`src/rtl/stackcalc_pkg.sv`:
```
// Shared opcodes, shift directions and sequencer state encoding for the stack calculator.
package stackcalc_pkg;

  localparam logic [2:0] OP_NOP  = 3'd0;
  localparam logic [2:0] OP_PUSH = 3'd1;
  localparam logic [2:0] OP_DROP = 3'd2;
  localparam logic [2:0] OP_DUP  = 3'd3;
  localparam logic [2:0] OP_SWAP = 3'd4;
  localparam logic [2:0] OP_ADD  = 3'd5;
  localparam logic [2:0] OP_SUB  = 3'd6;
  localparam logic [2:0] OP_AND  = 3'd7;

  localparam logic SR_PUSH = 1'b0;
  localparam logic SR_POP  = 1'b1;

  typedef enum logic [2:0] {
    ST_IDLE   = 3'd0,
    ST_POP_A  = 3'd1,
    ST_POP_B  = 3'd2,
    ST_PUSH_A = 3'd3,
    ST_PUSH_B = 3'd4
  } seq_state_e;

  // Entries an opcode needs on the stack before it may run.
  function automatic logic [1:0] op_min_depth(input logic [2:0] op);
    case (op)
      OP_DROP, OP_DUP:                  return 2'd1;
      OP_SWAP, OP_ADD, OP_SUB, OP_AND:  return 2'd2;
      default:                          return 2'd0;
    endcase
  endfunction

  // Opcodes whose net effect needs a free slot.
  function automatic logic op_grows(input logic [2:0] op);
    return (op == OP_PUSH) || (op == OP_DUP);
  endfunction

endpackage

```
`src/rtl/stack_alu.sv`:
```
// Combinational ALU for the two-operand stack ops; s is the second entry, t the top.
module stack_alu
  import stackcalc_pkg::*;
#(
  parameter int WIDTH = 8
) (
  input  logic [2:0]       op_i,
  input  logic [WIDTH-1:0] s_i,
  input  logic [WIDTH-1:0] t_i,
  output logic [WIDTH-1:0] r_o
);

  // Result wraps modulo 2^WIDTH; non-ALU opcodes produce zero.
  always_comb begin
    r_o = '0;
    case (op_i)
      OP_ADD:  r_o = s_i + t_i;
      OP_SUB:  r_o = s_i - t_i;
      OP_AND:  r_o = s_i & t_i;
      default: r_o = '0;
    endcase
  end

endmodule

```
`src/rtl/stack_op_sequencer.sv`:
```
// Command front-end of the stack calculator: checks each opcode against the depth and
// turns it into a sequence of push/pop pulses for the shiftreg bank.
//
// state   | meaning
// IDLE    | ready for a command; single-cycle shifts are issued straight from here
// POP_A   | first pop of a multi-cycle op; issued at accept, never held as a state
// POP_B   | next edge issues the second pop and captures S and R
// PUSH_A  | next edge issues the push of R (ADD/SUB/AND) or T (SWAP)
// PUSH_B  | next edge issues the push of S (SWAP only)
//
// A command can be accepted while the previous op's last shift is still on sr_*, so the
// bank is one shift stale at accept. T is forwarded from that pending shift; S is read
// at the POP_B edge, by which time the bank reflects every earlier op.
module stack_op_sequencer
  import stackcalc_pkg::*;
#(
  parameter int WIDTH = 8,
  parameter int DEPTH = 8
) (
  input  logic                       clk,
  input  logic                       rst,
  input  logic                       in_valid_i,
  output logic                       in_ready_o,
  input  logic [2:0]                 in_op_i,
  input  logic [WIDTH-1:0]           in_imm_i,
  input  logic [WIDTH-1:0]           top_i,
  input  logic [WIDTH-1:0]           second_i,
  output logic                       sr_en_o,
  output logic                       sr_dir_o,
  output logic [WIDTH-1:0]           sr_d_o,
  output logic [$clog2(DEPTH+1)-1:0] depth_o,
  output logic                       err_o,
  output logic                       ovf_o,
  output logic                       unf_o
);

  localparam int DW = $clog2(DEPTH+1);

  seq_state_e       state_q;
  logic [2:0]       op_q;
  logic [WIDTH-1:0] t_q;
  logic [WIDTH-1:0] s_q;
  logic [WIDTH-1:0] r_q;
  logic             in_ready_q;
  logic             sr_en_q;
  logic             sr_dir_q;
  logic [WIDTH-1:0] sr_d_q;
  logic [DW-1:0]    depth_q;
  logic             err_q;
  logic             ovf_q;
  logic             unf_q;

  logic             accept;
  logic             unf_cond;
  logic             ovf_cond;
  logic [WIDTH-1:0] t_now;
  logic [WIDTH-1:0] alu_r;

  assign accept   = in_valid_i && in_ready_q;
  assign unf_cond = depth_q < DW'(op_min_depth(in_op_i));
  assign ovf_cond = op_grows(in_op_i) && (depth_q == DW'(DEPTH));

  // Top of stack as it will be once any shift currently on sr_* has landed.
  always_comb begin
    t_now = top_i;
    if (sr_en_q) begin
      t_now = (sr_dir_q == SR_PUSH) ? sr_d_q : second_i;
    end
  end

  stack_alu #(.WIDTH(WIDTH)) u_alu (
    .op_i (op_q),
    .s_i  (second_i),
    .t_i  (t_q),
    .r_o  (alu_r)
  );

  // Sequencer FSM with registered handshake, shift-bus, depth and flag outputs.
  always_ff @(posedge clk) begin
    if (rst) begin
      state_q    <= ST_IDLE;
      op_q       <= OP_NOP;
      t_q        <= '0;
      s_q        <= '0;
      r_q        <= '0;
      in_ready_q <= 1'b1;
      sr_en_q    <= 1'b0;
      sr_dir_q   <= SR_PUSH;
      sr_d_q     <= '0;
      depth_q    <= '0;
      err_q      <= 1'b0;
      ovf_q      <= 1'b0;
      unf_q      <= 1'b0;
    end else begin
      sr_en_q  <= 1'b0;
      sr_dir_q <= SR_PUSH;
      sr_d_q   <= '0;
      err_q    <= 1'b0;
      case (state_q)
        ST_IDLE: begin
          if (accept) begin
            if (unf_cond) begin
              err_q <= 1'b1;
              unf_q <= 1'b1;
            end else if (ovf_cond) begin
              err_q <= 1'b1;
              ovf_q <= 1'b1;
            end else begin
              case (in_op_i)
                OP_PUSH: begin
                  sr_en_q <= 1'b1;
                  sr_d_q  <= in_imm_i;
                  depth_q <= depth_q + DW'(1);
                end
                OP_DUP: begin
                  sr_en_q <= 1'b1;
                  sr_d_q  <= t_now;
                  depth_q <= depth_q + DW'(1);
                end
                OP_DROP: begin
                  sr_en_q  <= 1'b1;
                  sr_dir_q <= SR_POP;
                  depth_q  <= depth_q - DW'(1);
                end
                OP_SWAP, OP_ADD, OP_SUB, OP_AND: begin
                  sr_en_q    <= 1'b1;
                  sr_dir_q   <= SR_POP;
                  depth_q    <= depth_q - DW'(1);
                  op_q       <= in_op_i;
                  t_q        <= t_now;
                  state_q    <= ST_POP_B;
                  in_ready_q <= 1'b0;
                end
                default: ;
              endcase
            end
          end
        end
        ST_POP_B: begin
          sr_en_q  <= 1'b1;
          sr_dir_q <= SR_POP;
          depth_q  <= depth_q - DW'(1);
          s_q      <= second_i;
          r_q      <= alu_r;
          state_q  <= ST_PUSH_A;
        end
        ST_PUSH_A: begin
          sr_en_q <= 1'b1;
          depth_q <= depth_q + DW'(1);
          if (op_q == OP_SWAP) begin
            sr_d_q  <= t_q;
            state_q <= ST_PUSH_B;
          end else begin
            sr_d_q     <= r_q;
            state_q    <= ST_IDLE;
            in_ready_q <= 1'b1;
          end
        end
        ST_PUSH_B: begin
          sr_en_q    <= 1'b1;
          sr_d_q     <= s_q;
          depth_q    <= depth_q + DW'(1);
          state_q    <= ST_IDLE;
          in_ready_q <= 1'b1;
        end
        default: begin
          state_q    <= ST_IDLE;
          in_ready_q <= 1'b1;
        end
      endcase
    end
  end

  assign in_ready_o = in_ready_q;
  assign sr_en_o    = sr_en_q;
  assign sr_dir_o   = sr_dir_q;
  assign sr_d_o     = sr_d_q;
  assign depth_o    = depth_q;
  assign err_o      = err_q;
  assign ovf_o      = ovf_q;
  assign unf_o      = unf_q;

endmodule

```
`config.mk`:
```
export PLATFORM = sky130hd
export DESIGN_NAME = stack_op_sequencer
export DESIGN_NICKNAME = d
export VERILOG_FILES = /design/src/rtl/stackcalc_pkg.sv /design/src/rtl/stack_alu.sv /design/src/rtl/stack_op_sequencer.sv
export SDC_FILE = /design/constraint.sdc
export NUM_CORES = 1
export LEC_CHECK = 0
export ABC_AREA = 1
export CAP_MARGIN = 30
export CORE_ASPECT_RATIO = 0.8
export CORE_MARGIN = 5
export CORE_UTILIZATION = 40
export CTS_CLUSTER_DIAMETER = 150
export CTS_CLUSTER_SIZE = 16
export DETAILED_ROUTE_END_ITERATION = 8
export PLACE_DENSITY = 0.69
export SETUP_SLACK_MARGIN = 0.4
export SLEW_MARGIN = 20
export SYNTH_ARGS = -nofsm -noshare
export SYNTH_HDL_FRONTEND = slang
export SYNTH_HIERARCHICAL = 1
export SYNTH_SLANG_ARGS = --single-unit
```
`constraint.sdc`:
```
create_clock -name clk -period 5.3 [get_ports clk]
set_input_delay 0.53 -clock clk [delete_from_list [all_inputs] [get_ports clk]]
set_output_delay 0.53 -clock clk [all_outputs]
set_load 0.1 [all_outputs]
```
# --- Yosys cells after proc, flatten, opt, wreduce, memory -nomap -nowiden ---
# Index checks and enable logic that the tools add are counted.
totals:
  register_bits: 48
  input_bits: 30
  out_inout_bits: 18
  elab_cells: 103
op_classes:
  add_sub_neg: 4
  n_lt_le_gt_ge: 1
  n_eq_ne: 21
  n_mux: 39
  bitwise_logic: 6
  reduce_logical: 19
op_table:
  columns: ["op", "count"]
  rows:
  - ["8-bit 2-to-1 mux", 6]
  - ["8-bit case mux with 3 select lines", 2]
  - ["3-bit == test, second input constant", 9]
  - ["8-bit case mux with 2 select lines", 1]
  - ["1-bit 2-to-1 mux", 15]
  - ["3-bit 2-to-1 mux", 5]
  - ["3-bit by 2-bit == test with 1-bit output, second input constant", 4]
  - ["4-bit 2-to-1 mux", 3]
  - ["4-bit case mux with 3 select lines", 1]
  - ["5-bit AND reduction", 2]
  - ["3-bit case mux with 3 select lines", 1]
  - ["8-bit adder", 1]
  - ["8-bit bitwise AND", 1]
  - ["2-bit != test, second input constant", 4]
  - ["4-bit case mux with 2 select lines", 1]
  - ["4-bit AND reduction", 2]
  - ["8-bit subtractor", 1]
  - ["7-bit OR reduction", 1]
  - ["6-bit AND reduction", 1]
  - ["2-bit OR reduction", 3]
  - ["3-bit OR reduction", 2]
  - ["1-bit NOT", 5]
  - ["5-bit OR reduction", 1]
  - ["4-bit by 1-bit adder with 4-bit output, second input constant", 1]
  - ["other kinds (15)", 17]

# --- Logic depth before layout (Yosys ltp) ---
# Gate-level depths: netlist of run 1.
logic_depth:
  depth_word: 7
  depth_mapped: 20
  depth_no_buf: 20

# --- Hierarchy ---
# Netlist of run 1, hierarchy kept.
by_module_without_submodules:
  columns: ["mod", "instances", "cells_per_inst", "area_per_inst_um2", "seq_area_each_um2"]
  rows:
  - ["stack_op_sequencer", 1, 386, 2486.1, 960.9]
  - ["stack_alu", 1, 120, 689.4, 0.0]

# --- Worst setup path after synthesis of run 1 ---
# No wires, ideal clock.
synth_timing:
  path_kind: "flip-flop to flip-flop"
  from: "reg t_q[0]"
  to: "reg r_q[7]"
  setup_time_ns: 0.119
  arrival_ns: 2.134
  required_ns: 5.181
  path_slack_ns: 3.046
  path_stages_with_launch: 19
  path_buffers: 0
  period_less_slack_ns: 2.254
  cell_sequence: "dfxtp_1 inv_1 ha_1 inv_1 nor3_2 or2_1 xor2_1 inv_1 ha_1 nand2_1 nand2_1 nand2_1 nand2_1 a21oi_2 nand3_1 nand3_1 nand2_1 o21ai_1 a21oi_1"
synth_via:
  elab_chain_cells: 2
  elab_cells_between_ends: 3
  cone_classes: "2 x add/sub; 1 x mux"
synth_rtl:
  columns: ["element", "line_no", "rtl"]
  rows:
  - ["start, declared", "stack_op_sequencer.sv:41", "logic [WIDTH-1:0] t_q;"]
  - ["start signal, assigned", "stack_op_sequencer.sv:130", "t_q <= t_now;"]
  - ["8-bit subtractor or 8-bit adder (tied branches)", "stack_alu.sv:18, stack_alu.sv:17", null]
  - ["8-bit case mux with 3 select lines *", "stack_alu.sv:16", "case (op_i)"]
  - ["named net alu_r[7]", "stack_op_sequencer.sv:57", "logic [WIDTH-1:0] alu_r;"]
  - ["end signal, assigned", "stack_op_sequencer.sv:144", "r_q <= alu_r;"]
  - ["end, declared", "stack_op_sequencer.sv:43", "logic [WIDTH-1:0] r_q;"]
# The timed path passes the listed nets; every way through them passes the cells marked *.
# A chain may end at the register's enable or synchronous reset.

# --- Final worst setup path of run 1 ---
layout_timing:
  from: "reg sr_en_q, in the netlist sr_en_o"
  to: "out sr_en_o"
layout_rtl:
  columns: ["element", "line_no", "rtl"]
  rows:
  - ["start, declared", "stack_op_sequencer.sv:45", "logic sr_en_q;"]
  - ["start signal, assigned", "stack_op_sequencer.sv:87", "sr_en_q <= 1'b0;"]
  - ["start signal, assigned", "stack_op_sequencer.sv:95", "sr_en_q <= 1'b0;"]
  - ["start signal, assigned", "stack_op_sequencer.sv:111", "sr_en_q <= 1'b1;"]
  - ["end, declared", "stack_op_sequencer.sv:28", "output logic sr_en_o,"]
# No word-level cell between the ends.

==> summary.txt, run 1 <==
Final layout
  • Synthesis-to-layout area growth: 20.6%
  • Share of cells above drive strength 1: 6.39%
  • Fin cells: 656
  • Finished layout cell area: 3830 um2
  • Ant diodes: 0
  • NumNets Final: 591

Worst setup path
  • Startpoint types: flip-flop
  • Slowest stage delay, CP: 1.24 ns
  • CP bufs+invs: 1
  • Setup crit start: sr_en_o
  • Worst r2r src: t_q[1]
  • Critical-path top delay cell: clkdlybuf4s50_1
  • Crit-path leading delay family: buffers and inverters
  • Crit end category: output pin
  • WS Path Type: flip-flop to output pin
  • Cell chain of the critical path: clkdlybuf4s50_1
  • Worst EP required: 4.77 ns
  • Data arrival, critical path: between 2 and 2.5 ns
  • Crit-path max FO: 17

Timing
  • Max-slew violations: 0
  • Period Utilization, post-route: 51.9%
  • Slew margin rel.: 34.0%
  • Min Tclk post-route: 2.75 ns
  • Final setup fails: 0
  • Fin. Hold Viols: 0
  • Final worst slack: 2.55 ns
  • Worst-Margin Slew: 0.987 ns
  • Worst hold margin: 0.455 ns
  • Fmax: 363 MHz
  • Clock skew: 0.00782 ns
  • Setup TNS: 0 ns
  • RSZ-0062 raised after global routing: no

Global routing
  • GRT Total Usage: ~18%
  • First-pass GRT wire length: 14300 um
  • GRT overflow: 0
  • Number of global-route vias before repair: 3056
  • Maximum number of pins on one net before global-route repair: 34
  • Initial antenna violation count: 0

Clocking
  • Clock latency at the later pin of the worst-skew pair: 0.31 ns
  • H-tree depth: 2
  • Hold_buf cts: 0
  • CTS tree: done
  • # Post-CTS Setup Buffers: 0
  • Clock Pin Slew Worst Setup and Hold Paths: around 0.090 ns
  • CTS root buffer: clkbuf_8
  • Clk buf depth: 2
  • Clk sinks: 48
  • CTS Buf Count: 5
  • Post_cts resized: 0

Synth
  • Sequential-to-total area share from yosys stat: 30.3%
  • Ys async rst share: 0%
  • Leading area contributor after synthesis: dfxtp_1
  • Syn Inst Count: 506
  • Post-synth top flop: dfxtp_1
  • Post-Syn Area per Cell: 6.28 um2
  • Synth Cell Area: approximately 3200 um2
  • Post-synthesis simple-gate area fraction: a little over a third
  • Flops & latches, synth: 48
  • Largest family of logic cells by synthesized area: simple AND/OR/NAND/NOR gates
  • XOR/XNOR share of the synthesized area: 2.48%
  • Synth warn: 6
  • Post-Synth Adder-Cell Area: 5.75%
  • Post-synth top area share: 30.3%
  • Netlist cell types: 32
  • Synth Net Count: 550
  • Mux contribution to synthesized area: 0%
  • Synth Area in Compound Gates: between 15 and 20%
  • EDFF count, synth: 0
  • Synth top area cells: dfxtp_1, nand2_1, nor2_1

Route
  • Highest routed layer: met4
  • DR vias/cell: roughly 4.9
  • Final ANT Viol Nets: 0
  • Remaining DRCs: 0
  • Routed wl met2: 4060 um
  • Initial DRT Pass Iterations: 4
  • Met3 WL: 456 um
  • Wirelength per Cell: 13.4 um
  • Post-Route M1 WL: 4160 um
  • Routed WL: slightly below 9000 um
  • Vias: 3245
  • Initial DRC count: around 170

Flow run
  • Max-cap violations: 0

Die
  • FP Rows: 29
  • Die Y: 89.7 um
  • Initial Utilization: 40.5%
  • Die footprint: 9830 um2
  • CORE AREA: 7840 um2
  • Die Wd: 110 um
  • I/O pins: 48

Power and ir drop
  • Cell Pwr Density: 510 nW/um2
  • LEAKAGE: 0.00182 uW
  • Maximum vdd drop: 0.327 mV

Placed design
  • HPWL Detailed: around 6700 um
  • Final Wtd Congestion: about 0.90
  • Area after DPL: 3710 um2
  • IO buf count: 47
  • Setup WS pre-CTS: about 2.7 ns
  • Placed cell count: 647

Worst hold path
  • Hold_sp: r_q[3]
  • Worst hold-check path type: flip-flop to flip-flop

Status
  • Status: finished, final reports clean
## flip-flops by register name, indices dropped and copies added (netlist names)
signal	flops
sr_dir_o	1
sr_en_o	1
r_q	8
depth_o	4
t_q	8
ovf_o	1
state_q	3
in_ready_o	1
op_q	3
s_q	8
sr_d_o	8
err_o	1
unf_o	1
## where the power goes
part	total (uW)	switching (uW)	internal, uW
registers	546	98.8	447
logic	1140	768	372
clock network	266	126	140
total	1950	992	960
## worst paths after layout
kind / to / slack [ns] / cells past startpoint
max reg2reg: r_q[7] / 2.81 / 18
min reg2reg: r_q[3] / 0.45 / 2
max: sr_en_o / 2.55 / 1
min: r_q[3] / 0.45 / 2
## metal layers
layer | vias to the layer above | track usage, %
li1 | 1695 | -
met1 | 1452 | 25.5
met2 | 85 | 29.8
met3 | 13 | 2.86
met4 | 0 | 6.00
met5 | - | 0
## layout make-up
class	count	area [um2]
clock inverters	2	35.0
multi-input cells	375	1880
clock buffers	6	72.6
inverters	69	259
repair buffers	48	485
fillers	792	4010
flip-flops and latches	48	961
well taps	108	135
## per-stage QoR
| stage | total power (uW) | utilization, % |
|---|---|---|
| after floorplan | 1440 | - |
| after detailed placement | 1690 | 47.3 |
| after global placement | 1670 | 47.3 |
| after CTS | 1950 | 48.7 |
| after global routing | 2130 | 48.9 |
| final | 1950 | 48.9 |
## cell usage in the layout, fill, tap and decap left out, drive strengths merged, types with 9 or more instances in the layout
cell / instances
o21ai: 51
nor2: 84
xor2: 9
nand2: 120
nand3: 35
a21oi: 42
dfxtp: 48
inv: 69
ha: 13
clkdlybuf4s50: 47
## cell usage after synthesis (all sizes together), types with 2 or more instances
cell and n:
a21oi 42, buf 10, clkbuf 4, dfxtp 48, ha 13, inv 69
nand2 120, nand3 35, nand3b 2, nand4 5, nor2 84, nor3 6
o21ai 51, or2 3, xor2 9
## cell families after synthesis
family | count (synthesis)
simple gates | 255
compound gates | 97
buf+inv | 83
xor+xnor | 9
fa+ha+maj | 14
flops | 48
Note: power is estimated with default switching activity, not from simulation.
==> run 2: changes to the inputs <==
Settings changed: PLACE_DENSITY 0.69 to 0.71.
Clock period 5.3 ns to 2.4 ns, I/O delays scaled along.
==> run 2 against run 1 <==
  * Via count up 5.1%
  * Final cell count up 2.7%
  * Highest routed layer unchanged
  * Critical path type is now flip-flop to flip-flop
  * Count of clock-buffer cells in the layout unchanged
  * Global-route usage up 0.16 points
  * Die area unchanged
  * Clock power up 98%
==> summary.txt, run 2 (synthesis gave the netlist of run 1 again) <==
Route
  • Initial DRT Pass Iterations: 4 (unchanged)
  • Routed wl met2: 4240 um (+4.4%)
  • Remaining DRCs: 0 (unchanged)
  • Vias: 3410 (+5.1%)
  • Initial DRC count: 167 (+1.2%)
  • Post-Route M1 WL: 4100 um (-1.3%)
  • Met3 WL: 368 um (-19%)
  • Wirelength per Cell: 13.1 um (-2.5%)
  • Routed WL: 8830 um (+0.17%)
  • Highest routed layer: met4
  • Final ANT Viol Nets: 0 (unchanged)
  • DR vias/cell: 5.06 (+2.3%)

Timing
  • Slew margin rel.: 61.8% (+28 points)
  • Setup TNS: 0 ns (unchanged)
  • Clock skew: 0.00652 ns (-0.00130 ns)
  • Fin. Hold Viols: 0 (unchanged)
  • Min Tclk post-route: 2.19 ns
  • Max-slew violations: 0 (unchanged)
  • RSZ-0062 raised after global routing: yes
  • Period Utilization, post-route: 91.1%
  • Final worst slack: 0.213 ns (-2.33 ns)
  • Final setup fails: 0 (unchanged)
  • Worst-Margin Slew: 0.572 ns (-0.415 ns)
  • Fmax: 457 MHz

Clocking
  • Clk buf depth: 2 (unchanged)
  • Clk sinks: 48 (unchanged)
  • Clock latency at the later pin of the worst-skew pair: 0.31 ns (about the same)
  • CTS tree: done
  • CTS root buffer: clkbuf_8
  • H-tree depth: 2 (unchanged)
  • Clock Pin Slew Worst Setup and Hold Paths: 0.09 ns (about the same)
  • Hold_buf cts: 0 (unchanged)
  • CTS Buf Count: 5 (unchanged)

Worst setup path
  • Slowest stage delay, CP: 0.37 ns (-0.87 ns)
  • Worst EP required: 2.59 ns (-2.18 ns)
  • CP dominant cell by count: nand2_1
  • Startpoint types: flip-flop
  • Crit-path max FO: 5 (-12)
  • Crit-path leading delay family: simple AND/OR/NAND/NOR gates
  • Crit end category: flip-flop
  • Cell chain of the critical path: inv_4, ha_4, inv_2, nor3_2, or2_1, xor2_1, inv_1, ha_4, nand2_1, nor2_1, a21oi_2, inv_1, nand2_1, nand3_1, nand2_1, o21ai_1, a21oi_1
  • Data arrival, critical path: 2.38 ns (+0.16 ns)
  • CP bufs+invs: 4 (+3)
  • WS Path Type: flip-flop to flip-flop
  • Critical-path top delay cell: dfxtp_4

Placed design
  • IO buf count: 47 (unchanged)
  • Setup WS pre-CTS: 0.129 ns (-2.53 ns)
  • HPWL Detailed: 6640 um (-0.97%)
  • Final Wtd Congestion: 0.924 (+3.1%)

Power and ir drop
  • Switch Pwr: 2320 uW (+130%)
  • Cell-internal power: 2250 uW (+130%)
  • Clk network pwr share: 11.6% (-2.0 points)
  • Maximum vdd drop: 0.816 mV (+150%)
  • Switching Fraction: 50.8% (about the same)
  • Cell Pwr Density: 1150 nW/um2 (+120%)
  • LEAKAGE: 0.00194 uW (+6.6%)
  • Flop pwr share: 26.2% (-1.8 points)
  • Power share of the combinational group: 62.2% (+3.8 points)

Die
  • Die Y: 89.7 um (unchanged)
  • Die footprint: 9830 um2 (unchanged)
  • Die Wd: 110 um (unchanged)
  • Initial Utilization: 40.5% (unchanged)
  • I/O pins: 48 (unchanged)
  • CORE AREA: 7840 um2 (unchanged)
  • FP Rows: 29 (unchanged)

Final layout
  • NumNets Final: 609 (+3.0%)
  • Synthesis-to-layout area growth: 25.6%
  • Commonest non-fill, non-tap cell in the layout: nand2_1
  • Most frequent cells in the layout: nand2_1, nor2_1, inv_1
  • Share of cells above drive strength 1: 16.8% (+10 points)
  • Ant diodes: 0 (unchanged)

Worst hold path
  • Worst hold-check path type: flip-flop to flip-flop

Global routing
  • Initial antenna violation count: 0 (unchanged)
  • Maximum number of pins on one net before global-route repair: 34 (unchanged)
  • GRT Total Usage: 18.6% (+0.16 points)
  • First-pass GRT wire length: 14600 um (+2.1%)
  • Number of global-route vias before repair: 3152 (+3.1%)
  • GRT overflow: 0 (unchanged)

Status
  • Status: finished, final reports clean

Flow run
  • Max-cap violations: 0 (unchanged)
==> run 2: what timing repair did <==
item                       4_1_cts  5_1_grt
resized for setup               15        5
setup endpoints to repair        6        6
setup buffers                    7        4
pin swaps                       17        9
==> run 2: per-layer routing <==
metal | vias to the layer above | GRT usage (%)
met5 | - | 0
met4 | 0 | 5.10
met3 | 11 | 2.79
met2 | 66 | 32.0
met1 | 1606 | 24.6
li1 | 1727 | -
==> run 2: final cells by class <==
class                           count  area, um2
Clock buffer                        6       82.6
Clock inverter                      2       13.8
Fill cell                         819       3850
Inverter                           69        264
Multi-Input combinational cell    375       1940
Sequential cell                    48        977
Tap cell                          108        135
Timing Repair Buffer               66        572
==> run 2: stage by stage <==
stage	hold WS, ns	cells	total power (uW)	cell area [um2]	util [%]
2_1_floorplan	0.312	506	3260	3220	-
3_3_place_gp	0.442	655	3760	3770	48.1
3_5_place_dp	0.449	655	3820	3770	48.1
4_1_cts	0.463	670	4510	3950	50.4
5_1_grt	0.497	674	4970	3990	50.9
6_report	0.461	674	4570	3990	50.9
==> run 2: worst min-delay path, delay by kind of cell, from the launching register on <==
family | cells | cell delay, ns
DFF | 1 | 0.31
buffers and inverters | 1 | 0.06
AOI/OAI and AO/OA | 1 | 0.06
==> run 2: final timing paths <==
kind	from	slack [ns]	cells past startpoint	end
setup / recovery	t_q[0]	0.21	17	r_q[7]
hold / removal	r_q[1]	0.46	2	r_q[1]
setup reg to reg	t_q[0]	0.21	17	r_q[7]
hold reg to reg	r_q[1]	0.46	2	r_q[1]
==> run 2: power groups by stage <==
stage          clock [uW]  combinational (uW)  sequential [uW]
2_1_floorplan           0                1670             1590
3_3_place_gp            0                2550             1210
3_5_place_dp            0                2610             1210
4_1_cts               536                2780             1190
5_1_grt               576                3170             1230
6_report              528                2840             1200
==> run 3: changes to the inputs <==
Settings changed: RECOVER_POWER from default to 25.
==> run 3 against run 2 <==
  * Worst setup slack gained 0.00073 ns
  * Die area is the same
  * Via count down 0.29%
  * Total power decreased by 0.95%
  * Count of clock-buffer cells in the layout did not move
==> summary.txt, run 3 (synthesis gave the netlist of run 1 again) <==
Worst hold path
  • Worst hold-check path type: flip-flop to flip-flop

Power and ir drop
  • Switch Pwr: 2320 uW (-0.13%)
  • Maximum vdd drop: 0.787 mV (-3.5%)
  • LEAKAGE: 0.00188 uW (-3.3%)
  • Cell Pwr Density: 1150 nW/um2 (+0.59%)
  • Final Power: 4520 uW (-0.95%)
  • Clk network pwr share: 11.7% (about the same)
  • Flop pwr share: 26.4% (+0.2 points)
  • Switching Fraction: 51.2% (+0.42 points)
  • Power share of the combinational group: 61.9% (-0.3 points)
  • Cell-internal power: 2210 uW (-1.8%)

Route
  • Highest routed layer: met4
  • Initial DRT Pass Iterations: 4 (unchanged)
  • Final ANT Viol Nets: 0 (unchanged)
  • Vias: 3400 (-0.29%)
  • DR vias/cell: 5.04 (-0.29%)
  • Routed wl met2: 4210 um (-0.76%)
  • Remaining DRCs: 0 (unchanged)
  • Initial DRC count: 181 (+8.4%)
  • Met3 WL: 365 um (-0.82%)
  • Routed WL: 8820 um (about the same)
  • Post-Route M1 WL: 4140 um (+0.90%)
  • Wirelength per Cell: 13.1 um (about the same)

Timing
  • Slew margin rel.: 21.5% (-40 points)
  • Max-slew violations: 0 (unchanged)
  • Worst-Margin Slew: 1.18 ns (+0.610 ns)
  • Period Utilization, post-route: 91.1% (about the same)
  • Final setup fails: 0 (unchanged)
  • Setup TNS: 0 ns (unchanged)
  • RSZ-0062 raised after global routing: yes
  • Fmax: 457 MHz (about the same)
  • Fin. Hold Viols: 0 (unchanged)
  • Clock skew: 0.00674 ns (+0.000219 ns)
  • Final worst slack: 0.214 ns (+0.000728 ns)
  • Worst hold margin: 0.459 ns (-0.00253 ns)
  • Min Tclk post-route: 2.19 ns (-0.000728 ns)

Die
  • I/O pins: 48 (unchanged)
  • Initial Utilization: 40.5% (unchanged)
  • Die Wd: 110 um (unchanged)
  • Die footprint: 9830 um2 (unchanged)
  • Die Y: 89.7 um (unchanged)
  • CORE AREA: 7840 um2 (unchanged)
  • FP Rows: 29 (unchanged)

Clocking
  • Clk buf depth: 2 (unchanged)
  • Clk sinks: 48 (unchanged)
  • CTS root buffer: clkbuf_8
  • CTS Buf Count: 5 (unchanged)
  • CTS tree: done
  • Clock Pin Slew Worst Setup and Hold Paths: 0.09 ns (about the same)
  • H-tree depth: 2 (unchanged)
  • Hold_buf cts: 0 (unchanged)
  • Clock latency at the later pin of the worst-skew pair: 0.31 ns (about the same)

Final layout
  • Share of cells above drive strength 1: 14.0% (-2.8 points)
  • Multi-input gate area: 1940 um2 (-0.26%)
  • FF/Latch Area: 977 um2 (unchanged)
  • Ant diodes: 0 (unchanged)
  • Synthesis-to-layout area growth: 23.7%
  • Most frequent cells in the layout: nand2_1, nor2_1, inv_1
  • Finished layout cell area: 3930 um2 (-1.5%)
  • Commonest non-fill, non-tap cell in the layout: nand2_1
  • NumNets Final: 609 (unchanged)
  • FILL cells: 841 (+2.7%)

Worst setup path
  • Data arrival, critical path: 2.38 ns (about the same)
  • WS Path Type: flip-flop to flip-flop
  • Crit end category: flip-flop
  • Worst EP required: 2.59 ns (about the same)
  • Startpoint types: flip-flop
  • Crit-path max FO: 5 (unchanged)

Global routing
  • GRT overflow: 0 (unchanged)
  • First-pass GRT wire length: 14600 um (unchanged)
  • GRT Total Usage: 18.6% (unchanged)
  • Maximum number of pins on one net before global-route repair: 34 (unchanged)
  • Number of global-route vias before repair: 3152 (unchanged)
  • Initial antenna violation count: 0 (unchanged)

Status
  • Status: finished, final reports clean

Placed design
  • IO buf count: 47 (unchanged)
  • HPWL Detailed: 6640 um (unchanged)
  • Setup WS pre-CTS: 0.129 ns (unchanged)
  • Area after DPL: 3770 um2 (unchanged)
  • Final Wtd Congestion: 0.924 (unchanged)

Flow run
  • Max-cap violations: 0 (unchanged)
-- run 3: cell types whose count changed in the layout (fill, tap and decap cells not counted), sizes merged --
cell,delta
buf,-15
clkbuf,+15
-- run 3: worst paths after layout --
path | startpoint | endpoint | slack (ns) | depth (start not counted)
worst max-delay path | t_q[0] | r_q[7] | 0.21 | 17
worst max register to register | t_q[0] | r_q[7] | 0.21 | 17
worst min register to register | r_q[1] | r_q[1] | 0.46 | 2
worst min-delay path | r_q[1] | r_q[1] | 0.46 | 2
-- run 3: power groups by stage --
stage,clock network [uW],registers [uW],logic (uW)
2_1_floorplan,0,1590,1670
3_3_place_gp,0,1210,2550
3_5_place_dp,0,1210,2610
4_1_cts,536,1190,2780
5_1_grt,576,1220,3130
6_report,529,1190,2800
-- run 3: cell type report --
| cell class | instances | area share [%] |
|---|---|---|
| Sequential cell | 48 | 24.9 |
| Tap cell | 108 | 3.44 |
| Inverter | 69 | 6.72 |
| Clock inverter | 2 | 0.350 |
| Clock buffer | 6 | 2.10 |
| Timing Repair Buffer | 66 | 13.1 |
| Multi-Input combinational cell | 375 | 49.4 |
-- run 3: timing repair --
action                                 4_1_cts  5_1_grt
setup endpoints to repair                    6        6
resized for setup                           15        5
pin swaps                                   17        9
setup buffers                                7        4
endpoints found under the hold margin        0        0
-- run 3: routing by layer --
metal	global-route usage, %	vias to the layer above
met5	0	-
met4	5.10	0
met3	2.79	9
met2	32.0	63
met1	24.6	1598
li1	-	1730
-- run 3: critical path: stages (launching register included) --
cell and delay, ns:
dfxtp_4 0.37, inv_4 0.04, ha_4 0.14, inv_2 0.05, nor3_2 0.04, or2_1 0.24, xor2_1 0.13, inv_1 0.08
ha_4 0.29, nand2_1 0.07, nor2_1 0.14, a21oi_2 0.08, inv_1 0.06, nand2_1 0.05, nand3_1 0.07, nand2_1 0.05
o21ai_1 0.11, a21oi_1 0.05
-- run 3: metrics by stage --
stage,instances,util (%)
2_1_floorplan,506,-
6_report,674,50.1
3_5_place_dp,655,48.1
5_1_grt,674,50.1
3_3_place_gp,655,48.1
4_1_cts,670,50.4
